**src/rtl/spi_pkg.sv**
```systemverilog
// spi_pkg
// Shared definitions for the SPI slave: FSM state encoding, data/byte-count
// widths, the bit-counter width and a helper that builds the mask keeping
// the first N complete bytes of a left-aligned frame.
package spi_pkg;

  localparam int SPI_DATA_W  = 32;
  localparam int SPI_BYTES_W = 3;
  // Bit counter must reach 32 (four full bytes) without wrapping.
  localparam int SPI_CNT_W   = 6;

  typedef enum logic [1:0] {
    ST_WAIT_IDLE = 2'd0,
    ST_IDLE      = 2'd1,
    ST_ACTIVE    = 2'd2
  } spi_state_e;

  // Ones over the first nbytes bytes counted from bit 31 downward.
  function automatic logic [SPI_DATA_W-1:0] byte_mask(input logic [SPI_BYTES_W-1:0] nbytes);
    logic [5:0] sh;
    sh = {nbytes, 3'b000};
    // A shift of 32 yields all zeros, so four bytes gives a full mask.
    return ~({SPI_DATA_W{1'b1}} >> sh);
  endfunction

endpackage

```
**src/rtl/spi_sync.sv**
```systemverilog
// spi_sync
// Multi-flop synchronizer for one asynchronous SPI pin, with single-cycle
// rise/fall pulses derived from the synchronized level.
//
// Ports:
//   clk_i   system clock
//   rstn_i  asynchronous active-low reset
//   d_i     asynchronous input pin
//   q_o     synchronized level
//   rise_o  one clk_i pulse on a 0->1 transition of q_o
//   fall_o  one clk_i pulse on a 1->0 transition of q_o
module spi_sync #(
  parameter int   STAGES  = 2,
  parameter logic RST_VAL = 1'b0
) (
  input  logic clk_i,
  input  logic rstn_i,
  input  logic d_i,
  output logic q_o,
  output logic rise_o,
  output logic fall_o
);

  logic [STAGES-1:0] sync_q;
  logic              prev_q;

  always_ff @(posedge clk_i or negedge rstn_i) begin
    if (!rstn_i) begin
      sync_q <= {STAGES{RST_VAL}};
      prev_q <= RST_VAL;
    end else begin
      sync_q[0] <= d_i;
      for (int i = 1; i < STAGES; i++) begin
        sync_q[i] <= sync_q[i-1];
      end
      prev_q <= sync_q[STAGES-1];
    end
  end

  assign q_o    = sync_q[STAGES-1];
  assign rise_o = sync_q[STAGES-1] & ~prev_q;
  assign fall_o = ~sync_q[STAGES-1] & prev_q;

endmodule

```
**src/rtl/spi_slave.sv**
```systemverilog
// spi_slave
// SPI mode-0 slave, oversampled by clk_i. Receives up to DATA_BYTES bytes
// per frame (MSB first) and publishes complete bytes left-aligned when slave
// select rises; returns one preloaded 32-bit word on MISO per frame.
//
// Optional feature macro: SPI_SLAVE_OVERRUN_EN -- when defined,
// spi_overrun_o flags a publish that overwrote an unacknowledged frame;
// when undefined spi_overrun_o is tied low.
//
// Ports:
//   clk_i, rstn_i                 system clock, async active-low reset
//   spi_clk_i, spi_ss_i,
//   spi_mosi_i, spi_miso_o        SPI pins (ss active-low)
//   spi_write_data_i/valid_i/
//   ready_o                       load of the tx holding register
//   spi_read_data_o               last frame, first byte in [31:24]
//   spi_read_data_bytes_valid_o   complete bytes in that frame (1..4)
//   spi_read_valid_o, read_ack_i  level valid, cleared by ack pulse
//   spi_overrun_o                 sticky overrun flag
//
// state        | meaning
// ST_WAIT_IDLE | after reset: synchronizers flushing, or ss still low
// ST_IDLE      | ss high, waiting for a frame to start
// ST_ACTIVE    | ss low, shifting on synchronized spi_clk edges
module spi_slave
  import spi_pkg::*;
#(
  parameter int DATA_BYTES  = 4,
  parameter int SYNC_STAGES = 2
) (
  input  logic                   clk_i,
  input  logic                   rstn_i,
  input  logic                   spi_clk_i,
  input  logic                   spi_ss_i,
  input  logic                   spi_mosi_i,
  output logic                   spi_miso_o,
  input  logic [SPI_DATA_W-1:0]  spi_write_data_i,
  input  logic                   spi_write_valid_i,
  output logic                   spi_write_ready_o,
  output logic [SPI_DATA_W-1:0]  spi_read_data_o,
  output logic [SPI_BYTES_W-1:0] spi_read_data_bytes_valid_o,
  output logic                   spi_read_valid_o,
  input  logic                   spi_read_ack_i,
  output logic                   spi_overrun_o
);

  // DATA_BYTES is expected in 1..4.
  localparam logic [SPI_CNT_W-1:0] MAX_BITS     = SPI_CNT_W'(8 * DATA_BYTES);
  localparam logic [7:0]           FLUSH_CYCLES = 8'(SYNC_STAGES + 1);

  logic sclk_s, sclk_rise, sclk_fall;
  logic ss_s, ss_rise, ss_fall;
  logic mosi_s, mosi_rise, mosi_fall;

  spi_sync #(.STAGES(SYNC_STAGES), .RST_VAL(1'b0)) u_sync_clk (
    .clk_i  (clk_i),
    .rstn_i (rstn_i),
    .d_i    (spi_clk_i),
    .q_o    (sclk_s),
    .rise_o (sclk_rise),
    .fall_o (sclk_fall)
  );

  spi_sync #(.STAGES(SYNC_STAGES), .RST_VAL(1'b1)) u_sync_ss (
    .clk_i  (clk_i),
    .rstn_i (rstn_i),
    .d_i    (spi_ss_i),
    .q_o    (ss_s),
    .rise_o (ss_rise),
    .fall_o (ss_fall)
  );

  spi_sync #(.STAGES(SYNC_STAGES), .RST_VAL(1'b0)) u_sync_mosi (
    .clk_i  (clk_i),
    .rstn_i (rstn_i),
    .d_i    (spi_mosi_i),
    .q_o    (mosi_s),
    .rise_o (mosi_rise),
    .fall_o (mosi_fall)
  );

  // Frame boundaries are taken from the synchronized ss level so that a
  // missed pulse can never leave the FSM stuck; the pulses are not needed.
  logic unused_edges;
  assign unused_edges = ^{sclk_s, ss_rise, ss_fall, mosi_rise, mosi_fall};

  spi_state_e             state_q;
  logic [7:0]             flush_cnt_q;
  logic                   out_en_q;
  logic [SPI_DATA_W-1:0]  hold_q;
  logic                   hold_full_q;
  logic [SPI_DATA_W-1:0]  tx_q;
  logic [SPI_DATA_W-1:0]  rx_q;
  logic [SPI_CNT_W-1:0]   bitcnt_q;
  logic                   miso_q;
  logic [SPI_DATA_W-1:0]  rd_data_q;
  logic [SPI_BYTES_W-1:0] rd_bytes_q;
  logic                   rd_valid_q;

  logic                   load_acc;
  logic [SPI_BYTES_W-1:0] frame_bytes_d;
  logic                   publish_d;
  logic [SPI_DATA_W-1:0]  rd_data_d;
  logic [4:0]             bit_idx_d;

  always_comb begin
    load_acc      = spi_write_valid_i & spi_write_ready_o;
    frame_bytes_d = bitcnt_q[SPI_CNT_W-1:3];
    publish_d     = (state_q == ST_ACTIVE) && ss_s && (frame_bytes_d != '0);
    // Trailing partial byte is dropped by masking to complete bytes.
    rd_data_d     = rx_q & byte_mask(frame_bytes_d);
    bit_idx_d     = 5'(SPI_DATA_W - 1) - bitcnt_q[4:0];
  end

  always_ff @(posedge clk_i or negedge rstn_i) begin
    if (!rstn_i) begin
      state_q     <= ST_WAIT_IDLE;
      flush_cnt_q <= FLUSH_CYCLES;
      out_en_q    <= 1'b0;
      hold_q      <= '0;
      hold_full_q <= 1'b0;
      tx_q        <= '0;
      rx_q        <= '0;
      bitcnt_q    <= '0;
      miso_q      <= 1'b0;
      rd_data_q   <= '0;
      rd_bytes_q  <= '0;
      rd_valid_q  <= 1'b0;
    end else begin
      out_en_q <= 1'b1;
      if (flush_cnt_q != 8'd0) begin
        flush_cnt_q <= flush_cnt_q - 8'd1;
      end

      if (load_acc) begin
        hold_q <= spi_write_data_i;
      end
      hold_full_q <= hold_full_q | load_acc;

      if (publish_d) begin
        rd_data_q  <= rd_data_d;
        rd_bytes_q <= frame_bytes_d;
        rd_valid_q <= 1'b1;
      end else if (spi_read_ack_i) begin
        rd_valid_q <= 1'b0;
      end

      unique case (state_q)
        ST_WAIT_IDLE: begin
          miso_q <= 1'b0;
          // Wait until the ss synchronizer holds real pin samples rather
          // than its reset value, so a frame cut by reset is not resumed.
          if ((flush_cnt_q == 8'd0) && ss_s) begin
            state_q <= ST_IDLE;
          end
        end

        ST_IDLE: begin
          miso_q <= 1'b0;
          if (!ss_s) begin
            state_q  <= ST_ACTIVE;
            tx_q     <= hold_full_q ? hold_q : '0;
            miso_q   <= hold_full_q & hold_q[SPI_DATA_W-1];
            // A load landing in this same cycle can only happen when the
            // register was empty; it is kept for the following frame.
            hold_full_q <= load_acc;
            rx_q     <= '0;
            bitcnt_q <= '0;
          end
        end

        ST_ACTIVE: begin
          if (ss_s) begin
            state_q <= ST_IDLE;
            miso_q  <= 1'b0;
          end else begin
            if (sclk_rise && (bitcnt_q < MAX_BITS)) begin
              rx_q[bit_idx_d] <= mosi_s;
              bitcnt_q        <= bitcnt_q + 1'b1;
            end
            if (sclk_fall) begin
              tx_q   <= tx_q << 1;
              miso_q <= tx_q[SPI_DATA_W-2];
            end
          end
        end

        default: begin
          state_q <= ST_WAIT_IDLE;
          miso_q  <= 1'b0;
        end
      endcase
    end
  end

`ifdef SPI_SLAVE_OVERRUN_EN
  logic ovr_q;

  always_ff @(posedge clk_i or negedge rstn_i) begin
    if (!rstn_i) begin
      ovr_q <= 1'b0;
    end else if (publish_d && rd_valid_q) begin
      ovr_q <= 1'b1;
    end else if (spi_read_ack_i) begin
      ovr_q <= 1'b0;
    end
  end

  assign spi_overrun_o = ovr_q;
`else
  assign spi_overrun_o = 1'b0;
`endif

  assign spi_miso_o                  = miso_q;
  assign spi_write_ready_o           = out_en_q & ~hold_full_q;
  assign spi_read_data_o             = rd_data_q;
  assign spi_read_data_bytes_valid_o = rd_bytes_q;
  assign spi_read_valid_o            = rd_valid_q;

endmodule
```
**config.mk**
```make
export PLATFORM = sky130hd
export DESIGN_NAME = spi_slave
export DESIGN_NICKNAME = d
export VERILOG_FILES = /design/src/rtl/spi_pkg.sv /design/src/rtl/spi_sync.sv /design/src/rtl/spi_slave.sv
export SDC_FILE = /design/constraint.sdc
export NUM_CORES = 1
export LEC_CHECK = 0
export ABC_AREA = 0
export CAP_MARGIN = 15
export CELL_PAD_IN_SITES_DETAIL_PLACEMENT = 0
export CELL_PAD_IN_SITES_GLOBAL_PLACEMENT = 1
export CORE_UTILIZATION = 41
export CTS_CLUSTER_DIAMETER = 50
export DETAILED_ROUTE_END_ITERATION = 7
export PLACE_DENSITY_LB_ADDON = 0.1
export SETUP_SLACK_MARGIN = 0.02
export SYNTH_ARGS = -nofsm -noshare
export SYNTH_HDL_FRONTEND = slang
export SYNTH_HIERARCHICAL = 1
export SYNTH_SLANG_ARGS = --single-unit
```
**constraint.sdc**
```tcl
create_clock -name clk_i -period 1.75 [get_ports clk_i]
set_input_delay 0.2625 -clock clk_i [delete_from_list [all_inputs] [get_ports clk_i]]
set_output_delay 0.2625 -clock clk_i [all_outputs]
set_load 0.05 [all_outputs]
```
==> results.sh, run 1 <==
export IMPL_yosys_warnings=6
export IMPL_leakagePower_nw=4.49
export IMPL_worst_setup_path_end_kind="register"
export IMPL_fin_ws_ns=-0.127
export IMPL_die_w_um=132
export IMPL_cts_tree="built"
export IMPL_avgSynthCellArea_sq_um=12.5
export IMPL_dp_hpwl_mm=9.99
export IMPL_critPathMaxFanout=6
export IMPL_via_per_inst=5.47
export IMPL_total_power_mw=12.6
export IMPL_htree_levels=4
export IMPL_syn_area_sq_um=6940
export IMPL_drc=0
export IMPL_clk_latency_ns=0.42
export IMPL_coreArea_sq_um=16500
export IMPL_cts_sinks=157
export IMPL_fin_nets=735
export IMPL_status="finished, violations left"
export IMPL_grtUsageTotal_pct=18.9
export IMPL_dr_total_vias=5030
export IMPL_finalMaxSlewViolations=0
export IMPL_hold_path_class="in -> reg"
export IMPL_syn_to_final_growth_pct=41.3
export IMPL_max_freq_ghz=0.533
export IMPL_required_ns=2.10
export IMPL_grt_start_max_net_pins=39
export IMPL_worst_pin_slew_ns=0.736
export IMPL_cp_arrival_ns=2.23
export IMPL_antenna_found_initial=0
export IMPL_cts_buffer_depth=2
export IMPL_overflow=0
export IMPL_wire_per_inst_um=18.3
export IMPL_place_ws_ns=-0.173
export IMPL_cts_made_buffers=17
export IMPL_utilization_pct=59.3
export IMPL_powerDensity_nw_per_um2=1280
export IMPL_drt_total_wl_mm=16.8
export IMPL_min_period_ns=1.88
export IMPL_first_iter_violations=210
export IMPL_root_buffer="clkbuf_16"
export IMPL_cts_clk_slew_worst_paths_ns=0.07
export IMPL_dr_pass1_iters=5
export IMPL_diodes=0
export IMPL_antenna_left=0
export IMPL_dieHeight_um=132
export IMPL_grt_pass1_vias=5253
export IMPL_relSlewSlack_pct=50.8
export IMPL_violations="setup timing"
export IMPL_setup_viol_count_final=77
export IMPL_drive_above_1_share_pct=39.1
export IMPL_crit_path_top_delay_cell="dfrtp_2"
export IMPL_skew_ns=0.0113
export IMPL_synth_fp_nets=605
export IMPL_grt_first_pass_wirelength_mm=26.1
export IMPL_ir_drop_mv=0.770
export IMPL_dieArea_sq_um=17400
export IMPL_critPathKind="reg -> reg"
export IMPL_rsz0062_at_grt="true"
export IMPL_initial_core_util_pct=42.0
export IMPL_floorplan_rows=47
export IMPL_port_buffers=76
export IMPL_crit_chain="ha_4 > buf_6 > or3b_4 > buf_12 > a2111oi_4 > nand3b_1"
export IMPL_place_congestion=0.777
export IMPL_cap_violations=0
export IMPL_finalCritPeriodShare_pct=107
export IMPL_postSynthCellCount=557
export IMPL_io_pins=78
export IMPL_start_kind="register"
export IMPL_slowest_delay_ns=0.45
export IMPL_hold_viol_final=0
## flip-flops by register name, summed over array words and instances, names as in the netlist, 3 cells and up
register / cells
rx_q: 32
flush_cnt_q: 8
bitcnt_q: 6
tx_q: 31
spi_read_data_bytes_valid_o: 3
spi_read_data_o: 32
hold_q: 32
## path summary, 6_finish.rpt
kind	start	to	slack (ns)	cells past startpoint
setup / recovery	state_q[1]$_DFFE_PN0P_	rx_q[12]$_DFFE_PN0P_	-0.13	6
hold / removal	spi_ss_i	u_sync_ss/sync_q[0]$_DFF_PN1_	0.27	1
setup reg to reg	state_q[1]$_DFFE_PN0P_	rx_q[12]$_DFFE_PN0P_	-0.13	6
hold reg to reg	u_sync_mosi/sync_q[0]$_DFF_PN0_	u_sync_mosi/sync_q[1]$_DFF_PN0_	0.35	0
max in group asynchronous	rstn_i	u_sync_ss/sync_q[1]$_DFF_PN1_	0.82	3
min in group asynchronous	rstn_i	spi_read_data_o[1]$_DFFE_PN0P_	0.33	2
## layout by cell type, fill, tap and decap left out, drive strengths merged, types with 19 or more instances in the layout
cell type / count
dfrtp: 153
buf: 108
mux2: 76
a22o: 43
nand2: 39
clkdlybuf4s50: 37
clkbuf: 27
o21ai: 25
o31ai: 21
o311ai: 19
## critical path: cells and delay by family, from the launching register on
family | cells | cell delay (ns)
adder cells (fa/ha/maj) | 1 | 0.20
buffers and inverters | 2 | 0.29
AO/OA/AOI/OAI | 1 | 0.29
flip-flops | 1 | 0.45
AND/OR/NAND/NOR | 2 | 0.60
## layout make-up
class / count / area [sq um]
fillers: 1336 / 6720
inverters: 14 / 52.6
well taps: 220 / 275
clock inverters: 13 / 215
flip-flops and latches: 157 / 3940
clock buffers: 19 / 433
multi-input cells: 342 / 3200
repair buffers: 155 / 1700
## metrics by stage
stage	setup TNS, ns	std cells	instance area, sq um	hold WS (ns)
after global routing	-9.20	920	9800	0.274
after floorplan	-0.00994	557	6950	-0.0331
after CTS	-2.04	905	9290	0.255
after global placement	-2.78	853	8180	0.203
final	-4.47	920	9800	0.271
after detailed placement	-6.42	853	8180	0.200
## report_power, final
part	switching (mW)	internal, mW	total, mW
Clock	1.53	2.55	4.07
Sequential	0.415	4.34	4.76
Combinational	1.60	2.13	3.73
Total	3.54	9.02	12.6
## metal layers
| metal | wire, um | global-route usage [%] | part of all wire, % | vias to the layer above |
|---|---|---|---|---|
| li1 | - | - | - | 2357 |
| met1 | 7240 | 22.4 | 43 | 2547 |
| met2 | 8610 | 32.8 | 51 | 103 |
| met3 | 596 | 4.11 | 3.5 | 23 |
| met4 | 365 | 8.46 | 2.2 | 0 |
| met5 | 0 | 0 | 0 | - |
## repair_timing
action | in CTS | in global routing
endpoints found under the setup margin | 85 | 92
cloned | 3 | 10
endpoints found under the hold margin | 34 | 0
gates resized for setup | 49 | 58
hold buffers | 1 | 0
pin swaps | 10 | 9
setup buffers | 17 | 5
Note: power is estimated with default switching activity, not from simulation.
==> inputs of run 2 (changes only) <==
--- a/config.mk
+++ b/config.mk
@@ -9,9 +9,11 @@
 export CAP_MARGIN = 15
 export CELL_PAD_IN_SITES_DETAIL_PLACEMENT = 0
 export CELL_PAD_IN_SITES_GLOBAL_PLACEMENT = 1
+export CORE_MARGIN = 3
 export CORE_UTILIZATION = 41
-export CTS_CLUSTER_DIAMETER = 50
+export CTS_CLUSTER_DIAMETER = 30
 export DETAILED_ROUTE_END_ITERATION = 7
+export HOLD_SLACK_MARGIN = 0.12
 export PLACE_DENSITY_LB_ADDON = 0.1
 export SETUP_SLACK_MARGIN = 0.02
 export SYNTH_ARGS = -nofsm -noshare
==> run 2 against run 1 <==
Compared with the run above: the flow still finishes with violations (setup timing); total power down 10%; first-iteration DRC count down 26%; global-route usage down 2.1 points; sequential cell count unchanged; critical path type unchanged.
==> results.sh, run 2 (same netlist as run 1, synthesis figures left out) <==
export IMPL_status="finished, violations left"
export IMPL_violations="setup timing"
export IMPL_leakagePower_nw=4.03
export IMPL_initial_core_util_pct=42.8
export IMPL_coreArea_sq_um=16200
export IMPL_netSwitchingFraction_pct=27.5
export IMPL_grt_pass1_vias=4902
export IMPL_r2r_end="tx_q[18]$_DFFE_PN0P_"
export IMPL_fin_nets=697
export IMPL_worst_pin_slew_ns=0.492
export IMPL_r2r_setup_slack_ns=-0.01
export IMPL_via_per_inst=5.42
export IMPL_crit_path_top_delay_cell="dfrtp_1"
export IMPL_dr_pass1_iters=5
export IMPL_dieArea_sq_um=18500
export IMPL_startpoint="state_q[0]$_DFFE_PN0P_"
export IMPL_cts_buffer_depth=2
export IMPL_r2r_start="state_q[0]$_DFFE_PN0P_"
export IMPL_place_area_sq_um=8060
export IMPL_start_kind="register"
export IMPL_drive_above_1_share_pct=30.9
export IMPL_relSlewSlack_pct=67.0
export IMPL_critPathKind="reg -> reg"
export IMPL_first_iter_violations=156
export IMPL_syn_to_final_growth_pct=26.1
export IMPL_path_depth=8
export IMPL_floorplan_rows=46
export IMPL_worst_setup_path_end_kind="register"
export IMPL_grt_start_max_net_pins=82
export IMPL_final_cell_mix="dfrtp_1 (152), mux2_2 (76), buf_4 (65), a22o_1 (43), nand2_1 (39)"
export IMPL_grtUsageTotal_pct=16.8
export IMPL_diodes=0
export IMPL_comb_power_share_pct=25.8
export IMPL_cp_endpoint="tx_q[18]$_DFFE_PN0P_"
export IMPL_port_buffers=76
export IMPL_wire_per_inst_um=16.9
export IMPL_place_congestion=0.817
export IMPL_cts_tree="built"
export IMPL_hold_path_class="in -> async"
export IMPL_rr_worst_depth=8
export IMPL_cts_made_buffers=17
export IMPL_max_freq_ghz=0.567
export IMPL_crit_family="buffers and inverters"
export IMPL_overflow=0
export IMPL_stdcell_area_sq_um=8750
export IMPL_finalMaxSlewViolations=0
export IMPL_layout_commonest_cell="dfrtp_1"
export IMPL_cts_sinks=157
export IMPL_io_pins=78
export IMPL_cap_violations=0
export IMPL_min_period_ns=1.76
export IMPL_root_buffer="clkbuf_16"
export IMPL_cts_clk_slew_worst_paths_ns=0.06
export IMPL_powerDensity_nw_per_um2=1290
export IMPL_critPathMaxFanout=15
export IMPL_slowest_delay_ns=0.39
export IMPL_htree_levels=4
export IMPL_crit_chain="buf_4 > ha_4 > buf_4 > mux2i_4 > nor2_2 > buf_4 > buf_12 > mux2_2"
export IMPL_cp_arrival_ns=2.06
export IMPL_setup_viol_count_final=27
export IMPL_drt_total_wl_mm=14.7
export IMPL_whs_ns=0.240
export IMPL_total_power_mw=11.2
export IMPL_dp_hpwl_mm=9.94
export IMPL_skew_ns=0.00986
export IMPL_clk_latency_ns=0.42
export IMPL_hold_viol_final=0
export IMPL_grt_first_pass_wirelength_mm=24.8
export IMPL_p_clk_share_pct=31.9
export IMPL_critPathBufInv=4
export IMPL_ir_drop_mv=0.828
export IMPL_fin_ws_ns=-0.0144
export IMPL_p_int_mw=8.16
export IMPL_seqPwrFrac_pct=42.3
export IMPL_drc=0
export IMPL_utilization_pct=53.9
export IMPL_finalCritPeriodShare_pct=101
export IMPL_crit_path_frequent_cell="buf_4"
export IMPL_rsz0062_at_grt="true"
export IMPL_p_switching_mw=3.09
export IMPL_dieHeight_um=136
export IMPL_required_ns=2.05
export IMPL_dr_total_vias=4736
export IMPL_antenna_left=0
export IMPL_antenna_found_initial=0
export IMPL_die_w_um=136
## run 2: cell type report
type / count / area [sq um]
Clock inverter: 8 / 121
Inverter: 14 / 52.6
Clock buffer: 20 / 437
Tap cell: 216 / 270
Multi-Input combinational cell: 342 / 2820
Timing Repair Buffer: 117 / 1120
Sequential cell: 157 / 3940
Fill cell: 1414 / 7480
## run 2: per-layer routing
| layer | up-vias | track usage (%) | wire [um] |
|---|---|---|---|
| met5 | - | 0 | 0 |
| met4 | 0 | 6.66 | 342 |
| met3 | 23 | 3.70 | 519 |
| met2 | 92 | 27.1 | 7200 |
| met1 | 2362 | 22.0 | 6660 |
| li1 | 2259 | - | - |
## run 2: stage by stage
step / instances / TNS, ns / setup slack [ns]
floorplan: 557 / -0.00994 / -0.00254
global placement: 842 / -0.577 / -0.0454
detailed placement: 842 / -2.30 / -0.119
CTS: 874 / 0 / 0.000342
global route: 874 / -1.91 / -0.0758
finish: 874 / -0.149 / -0.0144
## run 2: what timing repair did
action                                 4_1_cts  5_1_grt
setup buffers                                2        0
setup endpoints to repair                   60       68
cloned                                       1        0
endpoints found under the hold margin      153        0
pin swaps                                    2        0
resized for setup                           12       19
hold buffers                                 1        0
## run 2: worst min-delay path by stage
stage                                      endpoint     start  slack [ns]
floorplan                   bitcnt_q[0]$_DFFE_PN0P_    rstn_i       -0.03
global placement    spi_read_data_o[26]$_DFFE_PN0P_    rstn_i         0.1
detailed placement  spi_read_data_o[25]$_DFFE_PN0P_    rstn_i        0.10
CTS                   u_sync_ss/sync_q[0]$_DFF_PN1_  spi_ss_i        0.23
global route          u_sync_ss/sync_q[0]$_DFF_PN1_  spi_ss_i        0.25
finish              spi_read_data_o[26]$_DFFE_PN0P_    rstn_i        0.24
## run 2: power groups by stage
stage          registers (mW)  logic, mW  clock network [mW]
2_1_floorplan            4.68       1.92                   0
3_3_place_gp             4.80       2.61                   0
3_5_place_dp             4.82       2.72                   0
4_1_cts                  4.76       2.91                3.69
5_1_grt                  4.85       3.20                3.82
6_report                 4.76       2.90                3.59
==> inputs of run 3 (changes only) <==
--- a/config.mk
+++ b/config.mk
@@ -5,7 +5,6 @@
 export SDC_FILE = /design/constraint.sdc
 export NUM_CORES = 1
 export LEC_CHECK = 0
-export ABC_AREA = 0
 export CAP_MARGIN = 15
 export CELL_PAD_IN_SITES_DETAIL_PLACEMENT = 0
 export CELL_PAD_IN_SITES_GLOBAL_PLACEMENT = 1
==> results of run 3 <==
Final layout, timing and power as in run 2 (identical DEF).
